==> config.mk <==
export PLATFORM = sky130hd
export DESIGN_NAME = mem_arbiter_flat
export DESIGN_NICKNAME = d
export VERILOG_FILES = /design/src/rtl/mem_arbiter_if.sv /design/src/rtl/mem_arbiter.sv /design/src/flat_wrapper.sv
export SDC_FILE = /design/constraint.sdc
export NUM_CORES = 1
export LEC_CHECK = 0
export ABC_AREA = 1
export BUFFER_PORTS_ARGS = -buffer_cell sky130_fd_sc_hd__buf_2
export CORE_AREA = 2 2 244 246
export CTS_CLUSTER_SIZE = 12
export DETAILED_ROUTE_END_ITERATION = 16
export DIE_AREA = 0 0 246 248
export GPL_ROUTABILITY_DRIVEN = 0
export HOLD_SLACK_MARGIN = 0.03
export PLACE_DENSITY = 0.53
export SYNTH_ARGS = -nofsm -noshare
export SYNTH_HDL_FRONTEND = slang
export SYNTH_SLANG_ARGS = --single-unit
==> constraint.sdc <==
create_clock -name clk -period 2.4 [get_ports clk]
set_input_delay 0.48 -clock clk [delete_from_list [all_inputs] [get_ports clk]]
set_output_delay 0.48 -clock clk [all_outputs]
set_load 0.005 [all_outputs]
==> src/rtl/mem_arbiter_if.sv <==
// mem_arbiter_if: requester + data_memory bus for mem_arbiter.
// slave modport is the arbiter's view; master modport is the environment's view
// (cache requesters and data_memory).
interface mem_arbiter_if #(
  parameter int ADDR_W = 32,
  parameter int LINE_W = 128
);
  logic              d_req;
  logic              d_we;
  logic [ADDR_W-1:0] d_addr;
  logic [LINE_W-1:0] d_wdata;
  logic              d_done;
  logic              i_req;
  logic [ADDR_W-1:0] i_addr;
  logic              i_done;
  logic [LINE_W-1:0] rdata;
  logic [ADDR_W-1:0] mem_addr;
  logic              mem_we;
  logic [LINE_W-1:0] mem_wdata;
  logic [LINE_W-1:0] mem_rdata;
  logic              busy;
  logic              owner;
  logic              stall_m;
  logic              stall_f;

  modport slave (
    input  d_req, d_we, d_addr, d_wdata, i_req, i_addr, mem_rdata,
    output d_done, i_done, rdata, mem_addr, mem_we, mem_wdata,
           busy, owner, stall_m, stall_f
  );

  modport master (
    output d_req, d_we, d_addr, d_wdata, i_req, i_addr, mem_rdata,
    input  d_done, i_done, rdata, mem_addr, mem_we, mem_wdata,
           busy, owner, stall_m, stall_f
  );
endinterface

==> src/rtl/mem_arbiter.sv <==
// mem_arbiter: shares one line-wide data_memory between the data cache
// (refill/writeback) and the instruction-cache refill port. One transaction in
// flight; memory latency modelled by a down-counter (MEM_LAT cycles in ACCESS).
// Optional build macro MEM_ARBITER_ROUND_ROBIN_EN: on a tie, grant the side
// opposite the previous grant; otherwise data side always wins.
module mem_arbiter #(
  parameter int ADDR_W  = 32,
  parameter int LINE_W  = 128,
  parameter int MEM_LAT = 20
) (
  input logic          clk,
  input logic          reset,
  mem_arbiter_if.slave bus
);

  localparam logic [4:0]        CNT_LOAD   = 5'(MEM_LAT - 1);
  localparam logic [ADDR_W-1:0] ALIGN_MASK = {{(ADDR_W-4){1'b1}}, 4'b0000};

  typedef enum logic [1:0] {IDLE, ACCESS, DONE} state_e;

  state_e            state_q, state_d;
  logic [4:0]        cnt_q, cnt_d;
  logic              owner_q, owner_d;
  logic              we_q, we_d;
  logic [ADDR_W-1:0] addr_q, addr_d;
  logic [LINE_W-1:0] wdata_q, wdata_d;
  logic [LINE_W-1:0] rdata_q, rdata_d;
  logic              grant_i;

`ifdef MEM_ARBITER_ROUND_ROBIN_EN
  logic last_owner_q, last_owner_d;

  // tie goes to the side that was not granted last
  assign grant_i = bus.i_req & (~bus.d_req | ~last_owner_q);

  // previous-grant register for round-robin tie breaking
  always_ff @(posedge clk or negedge reset) begin
    if (!reset) last_owner_q <= 1'b1;
    else        last_owner_q <= last_owner_d;
  end

  // record the winner at every grant
  always_comb begin
    last_owner_d = last_owner_q;
    if (state_q == IDLE && (bus.d_req || bus.i_req)) last_owner_d = grant_i;
  end
`else
  // fixed priority: data side beats instruction side
  assign grant_i = bus.i_req & ~bus.d_req;
`endif

  // state and latched-request registers
  always_ff @(posedge clk or negedge reset) begin
    if (!reset) begin
      state_q <= IDLE;
      cnt_q   <= '0;
      owner_q <= 1'b0;
      we_q    <= 1'b0;
      addr_q  <= '0;
      wdata_q <= '0;
      rdata_q <= '0;
    end else begin
      state_q <= state_d;
      cnt_q   <= cnt_d;
      owner_q <= owner_d;
      we_q    <= we_d;
      addr_q  <= addr_d;
      wdata_q <= wdata_d;
      rdata_q <= rdata_d;
    end
  end

  // next-state: grant in IDLE, count down in ACCESS, single DONE cycle
  always_comb begin
    state_d = state_q;
    cnt_d   = cnt_q;
    owner_d = owner_q;
    we_d    = we_q;
    addr_d  = addr_q;
    wdata_d = wdata_q;
    rdata_d = rdata_q;
    case (state_q)
      IDLE: begin
        if (bus.d_req || bus.i_req) begin
          owner_d = grant_i;
          cnt_d   = CNT_LOAD;
          state_d = ACCESS;
          if (grant_i) begin
            addr_d = bus.i_addr & ALIGN_MASK;
            we_d   = 1'b0;
          end else begin
            addr_d  = bus.d_addr & ALIGN_MASK;
            we_d    = bus.d_we;
            wdata_d = bus.d_wdata;
          end
        end
      end
      ACCESS: begin
        if (cnt_q == '0) begin
          if (!we_q) rdata_d = bus.mem_rdata;
          state_d = DONE;
        end else begin
          cnt_d = cnt_q - 5'd1;
        end
      end
      DONE:    state_d = IDLE;
      default: state_d = IDLE;
    endcase
  end

  assign bus.mem_addr  = addr_q;
  assign bus.mem_wdata = wdata_q;
  assign bus.mem_we    = (state_q == ACCESS) && (cnt_q == '0) && we_q;
  assign bus.rdata     = rdata_q;
  assign bus.busy      = (state_q != IDLE);
  assign bus.owner     = owner_q;
  assign bus.d_done    = (state_q == DONE) && !owner_q;
  assign bus.i_done    = (state_q == DONE) && owner_q;
  assign bus.stall_m   = bus.d_req & ~bus.d_done;
  assign bus.stall_f   = bus.i_req & ~bus.i_done;

endmodule

==> src/flat_wrapper.sv <==
// flat-port wrapper written by rule: the top's interface ports become plain ports
module mem_arbiter_flat 
#(
  parameter int ADDR_W  = 32,
  parameter int LINE_W  = 128,
  parameter int MEM_LAT = 20
)
  (clk, reset, bus_d_req, bus_d_we, bus_d_addr, bus_d_wdata, bus_i_req, bus_i_addr, bus_mem_rdata, bus_d_done, bus_i_done, bus_rdata, bus_mem_addr, bus_mem_we, bus_mem_wdata, bus_busy, bus_owner, bus_stall_m, bus_stall_f);
  mem_arbiter_if #(.ADDR_W(ADDR_W), .LINE_W(LINE_W)) bus_i ();
  input logic clk;
  input logic reset;
  input wire logic [$bits(bus_i.d_req)-1:0] bus_d_req;
  input wire logic [$bits(bus_i.d_we)-1:0] bus_d_we;
  input wire logic [$bits(bus_i.d_addr)-1:0] bus_d_addr;
  input wire logic [$bits(bus_i.d_wdata)-1:0] bus_d_wdata;
  input wire logic [$bits(bus_i.i_req)-1:0] bus_i_req;
  input wire logic [$bits(bus_i.i_addr)-1:0] bus_i_addr;
  input wire logic [$bits(bus_i.mem_rdata)-1:0] bus_mem_rdata;
  output wire logic [$bits(bus_i.d_done)-1:0] bus_d_done;
  output wire logic [$bits(bus_i.i_done)-1:0] bus_i_done;
  output wire logic [$bits(bus_i.rdata)-1:0] bus_rdata;
  output wire logic [$bits(bus_i.mem_addr)-1:0] bus_mem_addr;
  output wire logic [$bits(bus_i.mem_we)-1:0] bus_mem_we;
  output wire logic [$bits(bus_i.mem_wdata)-1:0] bus_mem_wdata;
  output wire logic [$bits(bus_i.busy)-1:0] bus_busy;
  output wire logic [$bits(bus_i.owner)-1:0] bus_owner;
  output wire logic [$bits(bus_i.stall_m)-1:0] bus_stall_m;
  output wire logic [$bits(bus_i.stall_f)-1:0] bus_stall_f;
  assign bus_i.d_req = bus_d_req;
  assign bus_i.d_we = bus_d_we;
  assign bus_i.d_addr = bus_d_addr;
  assign bus_i.d_wdata = bus_d_wdata;
  assign bus_i.i_req = bus_i_req;
  assign bus_i.i_addr = bus_i_addr;
  assign bus_i.mem_rdata = bus_mem_rdata;
  assign bus_d_done = bus_i.d_done;
  assign bus_i_done = bus_i.i_done;
  assign bus_rdata = bus_i.rdata;
  assign bus_mem_addr = bus_i.mem_addr;
  assign bus_mem_we = bus_i.mem_we;
  assign bus_mem_wdata = bus_i.mem_wdata;
  assign bus_busy = bus_i.busy;
  assign bus_owner = bus_i.owner;
  assign bus_stall_m = bus_i.stall_m;
  assign bus_stall_f = bus_i.stall_f;
  mem_arbiter #(.ADDR_W(ADDR_W), .LINE_W(LINE_W), .MEM_LAT(MEM_LAT)) u_core (.clk(clk), .reset(reset), .bus(bus_i));
endmodule
==> flow_summary.toml, run 1 <==
[layout]
fin_util_pct = 28.7
drive_gt1_share_pct = 35.3
fillers = 6304
layoutNonFillerInstCount = 2734
final_cell_mix = "nand2_1, buf_2, dfrtp_1"
syn2layout_area_growth_pct = 43.2
multi_input_area_mm2 = 0.00380
layout_commonest_cell = "nand2_1"
seq_area_mm2 = 0.00733
layout.nets = 2265

[clock_network]
cts_sinks = 293
clk_latency_ps = 530
cts.clk_slew.worst_paths_ps = 60
cts_buffers = 35
clock_path_buffers = 3
cts_hold_buffers = 1
cts_setup_buffers = 0
cts_resized = 0
cts_tree = "yes"
cts_max_level = 2
root_buffer = "clkbuf_16"

[drt]
drtIter0Drc = 456
first_pass_iters = 4
avgRoutedWirePerCell_um = 14.6
ant_nets = 0
drcViolationCount = 0
routed_wl_mm = 40.0
dr_total_vias = 10900
vias_per_cell = 4.00

[synth]
syn_avg_cell_area_um2 = 8.67
ys_seq_elements = 293
ys_warn_count = 0
syn-instance-count = 1350
synth_compound_area_share_pct = 8.34
synthAdderAreaFrac_pct = 0.107
synth-xor-area-share_pct = 0
yosys.area_share.simple_pct = 23.6
syn_area_mm2 = 0.0117
yosys.cell_types.count = 18
synth_top_family_by_area = "simple AND/OR/NAND/NOR gates"
synth.area.mux_share_pct = 0
yosysSeqAreaShare_pct = 62.6

[sta]
final.period_utilization_pct = 89.6
fin_ws_ps = 250
setup_viol = 0
fmax_mhz = 465
fin_crit_ps = 2150
slew_headroom_pct = 49.4
rsz0062_at_grt = "no"
worstMarginPinSlew_ps = 759
fin_skew_ps = 13.5
finalHoldViolCount = 0
slew_viol_final = 0
tns_ps = 0

[global_route]
grt_max_degree = 129
grt_pass1_vias = 10700
grtUsageTotal_pct = 12.5
grt_pass1_wl_mm = 59.9
antenna_found_initial = 8
grt-ovfl-total = 0

[power]
peakVddDrop_v = 0.000560
p_clk_share_pct = 24.5
p_leak_nw = 8.98
power_frac_comb_pct = 34.7
power.density_mw_per_mm2 = 1250
switching_share_pct = 36.1
internal_power_mw = 13.3
switching_power_mw = 7.54
power.share.sequential_pct = 40.8

[floorplan]
dieArea_mm2 = 0.0610
rows = 89
initial_core_util_pct = 20.0
io_pins = 620
core_area_mm2 = 0.0585
fp.dieH_um = 248
die_w_um = 246

[setup_path]
path_cells = "inv_1 -> ha_1 -> nand3_4 -> nor3_1 -> buf_2"
slowest_delay_ps = 370
crit_path_max_fanout = 6
slowest_stage = "dfrtp_1"
reg2reg_setup_slack_ps = 610
critPathLaunch = "u_core.cnt_q[0]"
start_kind = "flip-flop"
crit_path_end_kind = "output pin"
required_ps = 1920
r2r_start = "u_core.cnt_q[0]"
path_class = "reg -> out"
worst_ep_arrival_time_ps = 1670

[min_path]
hold_path.class = "in -> reg"
hp-start = "bus_d_wdata[15]"

[run]
cap_violations = 0

[place]
dp_hpwl_mm = 29.3
portBuffers = 607
preCtsSetupSlack_ps = 633
dp.cells = 2674

[outcome]
status = "finished, final reports clean"
==> state kept, by name (all words and copies together), names as in the netlist <==
name	cells
u_core.cnt_q	5
u_core.bus.mem_addr	28
u_core.state_q	2
u_core.we_q	1
u_core.bus.mem_wdata	128
u_core.bus.rdata	128
u_core.bus.owner	1
==> synthesized netlist by cell type <==
cell,number,area (um2)
ha_1,1,12.5
o21ai_0,192,961
a21oi_1,2,10.0
nor2_4,2,22.5
buf_1,6,22.5
conb_1,1,3.75
buf_4,6,45.0
inv_2,1,3.75
dfrtp_1,293,7330
clkbuf_1,44,165
buf_6,12,135
o21ai_1,1,5.00
buf_2,18,90.1
nor3_1,1,5.00
nand3_1,3,15.0
inv_1,43,161
nor2_1,8,30.0
nand2_1,716,2690
==> logic make-up after synthesis <==
family / Yosys count
other cells: 1
compound gates: 195
fa+ha+maj: 1
flops: 293
buf+inv: 130
simple gates: 730
==> worst paths after layout <==
path | end | cells past startpoint
min in group asynchronous | u_core.bus.mem_wdata[36] | 2
min reg2reg | u_core.bus.mem_wdata[108] | 2
min | u_core.bus.mem_wdata[15] | 3
max in group asynchronous | u_core.we_q | 3
max | bus_mem_we | 5
max reg2reg | u_core.bus.rdata[26] | 6
==> area by class of cell <==
| type | count | share of cell area [%] |
|---|---|---|
| Tap cell | 773 | 5.77 |
| Clock inverter | 8 | 0.418 |
| Antenna cell | 2 | 0.0299 |
| Sequential cell | 293 | 43.7 |
| Timing Repair Buffer | 635 | 20.3 |
| Multi-Input combinational cell | 930 | 22.7 |
| Inverter | 44 | 0.993 |
| Clock buffer | 49 | 6.03 |
==> critical path, delay by kind of cell (launching register included) <==
kind | cells | cell delay, ps
adders and majority gates | 1 | 240
buffers and inverters | 2 | 240
DFF | 1 | 370
and+or+nand+nor | 2 | 300
==> power groups by stage <==
stage | clock, mW | sequential [mW] | combinational (mW)
global route | 5.54 | 8.82 | 8.33
floorplan | 0 | 8.73 | 3.10
finish | 5.11 | 8.52 | 7.24
CTS | 5.33 | 8.53 | 7.43
detailed placement | 0 | 8.56 | 7.43
global placement | 0 | 8.48 | 7.32
==> stage by stage <==
stage	total power [mW]	hold WS [ps]	cell area, um2
final	20.9	140	16800
after global placement	15.8	457	15700
after global routing	22.7	109	16800
after CTS	21.3	86.2	16800
after floorplan	11.8	184	11700
after detailed placement	16.0	460	15700
==> layer usage <==
metal / vias to the layer above / track usage (%) / share of wire, %
met2: 408 / 20.2 / 47
met1: 5076 / 15.0 / 41
met5: - / 0 / 0.19
li1: 5357 / - / -
met4: 12 / 4.63 / 3.1
met3: 83 / 4.84 / 9.7
(Power assumes the default switching activity.)
==> run 2, diff against run 1 <==
--- a/config.mk
+++ b/config.mk
@@ -5,15 +5,13 @@
 export SDC_FILE = /design/constraint.sdc
 export NUM_CORES = 1
 export LEC_CHECK = 0
-export ABC_AREA = 1
 export BUFFER_PORTS_ARGS = -buffer_cell sky130_fd_sc_hd__buf_2
-export CORE_AREA = 2 2 244 246
+export CORE_AREA = 2 2 243 245
 export CTS_CLUSTER_SIZE = 12
 export DETAILED_ROUTE_END_ITERATION = 16
-export DIE_AREA = 0 0 246 248
+export DIE_AREA = 0 0 245 247
 export GPL_ROUTABILITY_DRIVEN = 0
 export HOLD_SLACK_MARGIN = 0.03
-export PLACE_DENSITY = 0.53
 export SYNTH_ARGS = -nofsm -noshare
 export SYNTH_HDL_FRONTEND = slang
 export SYNTH_SLANG_ARGS = --single-unit
==> flow_summary.toml, run 2 <==
[clock_network]
clk_latency_ps = 530
root_buffer = "clkbuf_16"
cts_max_level = 2
cts_buffers = 35
cts_tree = "yes"
cts.clk_slew.worst_paths_ps = 60
clock_path_buffers = 3
cts_sinks = 293

[sta]
fin_ws_ps = 12.4
finalHoldViolCount = 0
fmax_mhz = 419
rsz0062_at_grt = "yes"
slew_viol_final = 0
worstMarginPinSlew_ps = 521
whs_ps = 175
fin_crit_ps = 2390
slew_headroom_pct = 64.8
setup_viol = 0
final.period_utilization_pct = 99.5
fin_skew_ps = 20.9

[synth]
syn_avg_cell_area_um2 = 15.8
ys_warn_count = 0
ys_seq_elements = 293
syn_area_mm2 = 0.0114
async_reset_ff_share_pct = 100
syn-instance-count = 717
synth_area_leaders = "dfrtp_1, mux2_2, o21ai_0"
yosys.cell_types.count = 32
synth_top_area_share_pct = 64.5
ys_top_cells_by_count = "dfrtp_1, mux2_2, o21ai_0"
synth_flop_cell = "dfrtp_1"
synth_edf_count = 0
yosys.cell_count.top_type = "dfrtp_1"
yosys.area.top_type = "dfrtp_1"
yosysSeqAreaShare_pct = 64.5

[floorplan]
die_w_um = 245
io_pins = 620
rows = 89
initial_core_util_pct = 19.5
dieArea_mm2 = 0.0605
core_area_mm2 = 0.0582
fp.dieH_um = 247

[layout]
num_antenna_cells = 0
final_cell_mix = "buf_2, dfrtp_1, mux2_2"
multi_input_area_mm2 = 0.00373
layout.nets = 1688
fillers = 6001
drive_gt1_share_pct = 69.8
layout_commonest_cell = "buf_2"
seq_area_mm2 = 0.00733
layoutNonFillerInstCount = 2159
syn2layout_area_growth_pct = 47.6

[setup_path]
path_cells = "inv_2 -> ha_4 -> or3b_4 -> nor3_4 -> and2_1 -> buf_2"
crit_buf_inv = 2
crit_path_max_fanout = 2
slowest_stage = "dfrtp_1"
start_kind = "flip-flop"
required_ps = 1920
slowest_delay_ps = 390
crit_family = "simple AND/OR/NAND/NOR gates"
path_class = "reg -> out"
crit_path_end_kind = "output pin"
worst_ep_arrival_time_ps = 1910

[power]
p_leak_nw = 7.96
peakVddDrop_v = 0.000602
power.density_mw_per_mm2 = 1310

[outcome]
status = "finished, final reports clean"

[global_route]
antenna_found_initial = 4
grtUsageTotal_pct = 10.7
grt_pass1_vias = 8863
grt_max_degree = 73
grt-ovfl-total = 0
grt_pass1_wl_mm = 50.5

[drt]
met3WireLength_mm = 3.02
first_pass_iters = 4
dr_total_vias = 8393
top_layer_used = "met5"
vias_per_cell = 3.89
wl_met1_mm = 12.6
met2_length_mm = 18.1
drtIter0Drc = 265
routed_wl_mm = 34.5
ant_nets = 0
drcViolationCount = 0
avgRoutedWirePerCell_um = 16.0

[place]
preCtsSetupSlack_ps = 11.7
dp_hpwl_mm = 26.2
dp.cells = 2089
portBuffers = 607

[min_path]
hold_path.class = "in -> reg"

[run]
cap_violations = 0
## run 2: power by group
| group | total (mW) | internal (mW) | switching (mW) |
|---|---|---|---|
| Sequential | 8.80 | 7.48 | 1.33 |
| Combinational | 7.62 | 4.39 | 3.23 |
| Clock | 5.56 | 3.50 | 2.07 |
| Total | 22.0 | 15.4 | 6.62 |
## run 2: layout make-up
cell class	count	share of cell area (%)
inverters	4	0.0895
well taps	773	5.77
clock buffers	51	6.12
clock inverters	10	1.08
multi-input cells	378	22.3
repair buffers	650	21.0
flip-flops and latches	293	43.7
## run 2: what timing repair did
item                                   CTS  global route
setup endpoints to repair                5            24
resized for setup                        6             2
pin swaps                                3             0
buffers inserted                         4             3
gates cloned                             1             0
endpoints found under the hold margin   29             0
hold buffers                             1             0
## run 2: path summary, 6_finish.rpt
path | to | slack (ps) | startpoint | depth (start not counted)
setup / recovery | bus_mem_we | 10 | u_core.cnt_q[1] | 6
hold / removal | u_core.we_q | 170 | bus_d_we | 2
setup reg to reg | u_core.bus.rdata[56] | 20 | u_core.cnt_q[1] | 8
hold reg to reg | u_core.bus.mem_wdata[122] | 500 | u_core.bus.mem_wdata[122] | 1
max in group asynchronous | u_core.bus.mem_wdata[36] | 1250 | reset | 3
min in group asynchronous | u_core.bus.rdata[61] | 450 | reset | 2
## run 2: logic make-up after synthesis
group / count (synthesis) / share of synthesized area, %
simple gates: 22 / 1.31
compound gates: 66 / 3.08
fa+ha+maj: 1 / 0.110
flops: 293 / 64.5
buf+inv: 49 / 2.98
other cells: 1 / 0.0330
mux: 285 / 27.9
## run 2: worst register-to-register path, cell delays in order (launching register included)
cell	delay [ps]
dfrtp_1	390
inv_2	80
ha_4	130
or3b_4	390
buf_4	160
nor4_4	270
buf_12	230
buf_16	230
mux2_2	360
## run 2: through the flow
stage          cell area [um2]  setup TNS, ps  util, %  power, mW
2_1_floorplan            11400              0        -       12.4
3_3_place_gp             15400              0     26.5       16.2
3_5_place_dp             15400              0     26.5       16.5
4_1_cts                  16700          -36.5     28.7       22.4
5_1_grt                  16800           -810     28.8       23.5
6_report                 16800              0     28.8       22.0
## run 2: layer usage
metal	track usage, %	vias to the layer above
li1	-	3838
met1	11.6	4161
met2	19.4	335
met3	3.98	51
met4	3.41	8
met5	0	-
==> run 3, diff against run 2 <==
--- a/config.mk
+++ b/config.mk
@@ -12,6 +12,7 @@
 export DIE_AREA = 0 0 245 247
 export GPL_ROUTABILITY_DRIVEN = 0
 export HOLD_SLACK_MARGIN = 0.03
+export REMOVE_ABC_BUFFERS = 1
 export SYNTH_ARGS = -nofsm -noshare
 export SYNTH_HDL_FRONTEND = slang
 export SYNTH_SLANG_ARGS = --single-unit
==> constraint.sdc (replaced) <==
create_clock -name clk -period 2.4 [get_ports clk]
set_input_delay 0.6 -clock clk [delete_from_list [all_inputs] [get_ports clk]]
set_output_delay 0.6 -clock clk [all_outputs]
set_load 0.005 [all_outputs]
==> flow_summary.toml, run 3 (synthesis gave the netlist of run 2 again) <==
[outcome]
status = "finished with violations"
violations = "negative setup slack"

[sta]
slew_headroom_pct = 59.9
fin_skew_ps = 29.6
fin_ws_ps = -221
whs_ps = 293
setup_viol = 113
rsz0062_at_grt = "yes"
fmax_mhz = 382
worstMarginPinSlew_ps = 593
final.period_utilization_pct = 109
finalHoldViolCount = 0
slew_viol_final = 0
fin_crit_ps = 2620

[clock_network]
clock_path_buffers = 3
cts_sinks = 293
root_buffer = "clkbuf_16"
clk_latency_ps = 530
cts_buffers = 34
cts.clk_slew.worst_paths_ps = 60
cts_max_level = 2
cts_tree = "yes"

[power]
p_leak_nw = 8.15
p_total_mw = 21.8
power_frac_comb_pct = 37.0
switching_power_mw = 6.67
switching_share_pct = 30.7
power.density_mw_per_mm2 = 1270
internal_power_mw = 15.1
p_clk_share_pct = 22.2
power.share.sequential_pct = 40.8
peakVddDrop_v = 0.000709

[global_route]
grtUsageTotal_pct = 10.7
grt_max_degree = 57
grt_pass1_wl_mm = 50.1
antenna_found_initial = 5
grt_pass1_vias = 8858
grt-ovfl-total = 0

[drt]
avgRoutedWirePerCell_um = 16.0
first_pass_iters = 4
dr_total_vias = 8537
drtIter0Drc = 138
vias_per_cell = 3.92
routed_wl_mm = 34.8
drcViolationCount = 0
ant_nets = 0

[setup_path]
required_ps = 1800
r2r_cells = 11
crit_path_max_fanout = 4
r2r_start = "u_core.cnt_q[1]"
path_class = "reg -> out"
worst_ep_arrival_time_ps = 2020
timing.rr.end = "u_core.bus.rdata[53]"
crit_path_end_kind = "output pin"
reg2reg_setup_slack_ps = -170
start_kind = "flip-flop"

[layout]
layout.nets = 1709
final_cell_mix = "buf_2, dfrtp_1, mux2_2"
layout_commonest_cell = "buf_2"
fin_util_pct = 29.4
drive_gt1_share_pct = 70.3
syn2layout_area_growth_pct = 50.8
layoutNonFillerInstCount = 2178

[floorplan]
rows = 89
die_w_um = 245
fp.dieH_um = 247
io_pins = 620
core_area_mm2 = 0.0582
initial_core_util_pct = 19.5
dieArea_mm2 = 0.0605

[run]
cap_violations = 0

[place]
portBuffers = 607
dp.cells = 2096
preCtsSetupSlack_ps = 24.9
dp_hpwl_mm = 26.5

[min_path]
hold_path.class = "in -> reg"
whs_endpoint = "u_core.bus.mem_wdata[96]"
min_path_cells = 2
hp-start = "bus_d_wdata[96]"
[run 3: changes by cell type in the layout (fill, tap and decap cells not counted), sizes merged]
cell and change:
bufinv -4, clkinv +5, clkinvlp +1, inv +1
bufbuf +1, buf +16, diode +1, clkbuf -2
[run 3: metrics by stage]
stage                     TNS, ps  cell area, um2
final                       -9670           17100
after global routing       -21020           17100
after CTS                  -10720           16800
after detailed placement        0           15500
after global placement          0           15500
after floorplan           -666150           11000
[run 3: area by class of cell]
type / instances / area, um2
fill: 5898 / 41100
sequential: 293 / 7330
timing repair buffer: 672 / 3970
multi-input combinational: 378 / 3830
tap: 773 / 967
clock buffer: 44 / 920
clock inverter: 13 / 103
inverter: 4 / 15.0
antenna: 1 / 2.50
[run 3: how the worst max path moves through the flow]
stage | from | end | slack, ps | cells past startpoint
after floorplan | u_core.cnt_q[0] | u_core.bus.rdata[0] | -3280 | 5
after global placement | u_core.cnt_q[0] | u_core.bus.rdata[7] | 60 | 7
after detailed placement | u_core.cnt_q[0] | u_core.bus.rdata[7] | 20 | 7
after CTS | u_core.cnt_q[1] | bus_mem_we | -230 | 6
after global routing | u_core.cnt_q[1] | bus_mem_we | -330 | 6
final | u_core.cnt_q[1] | bus_mem_we | -220 | 6
[run 3: worst max-delay path, cell delays in order, from the launching register on]
cell     delay (ps)
dfrtp_1         400
inv_2            90
ha_4            140
or3b_4          400
nor3_4          140
and2_4          210
buf_6           110
[run 3: layer usage]
metal | global-route usage [%] | part of all wire (%)
met5 | 0 | 0.13
met4 | 4.27 | 3.2
met3 | 3.97 | 10
met2 | 19.1 | 51
met1 | 11.4 | 36
[run 3: power by group through the flow]
stage,logic (mW),clock network [mW],registers [mW]
after CTS,7.90,5.04,8.89
after floorplan,3.43,0,8.95
after global routing,8.79,5.23,9.20
after detailed placement,7.61,0,8.91
after global placement,7.42,0,8.81
final,8.05,4.83,8.87
[run 3: what timing repair did]
action,4_1_cts,5_1_grt
hold buffers,1,0
resized for setup,30,34
gates cloned,3,6
pin swaps,4,2
hold endpoints to repair,38,0
setup endpoints to repair,13,128
setup buffers,9,8
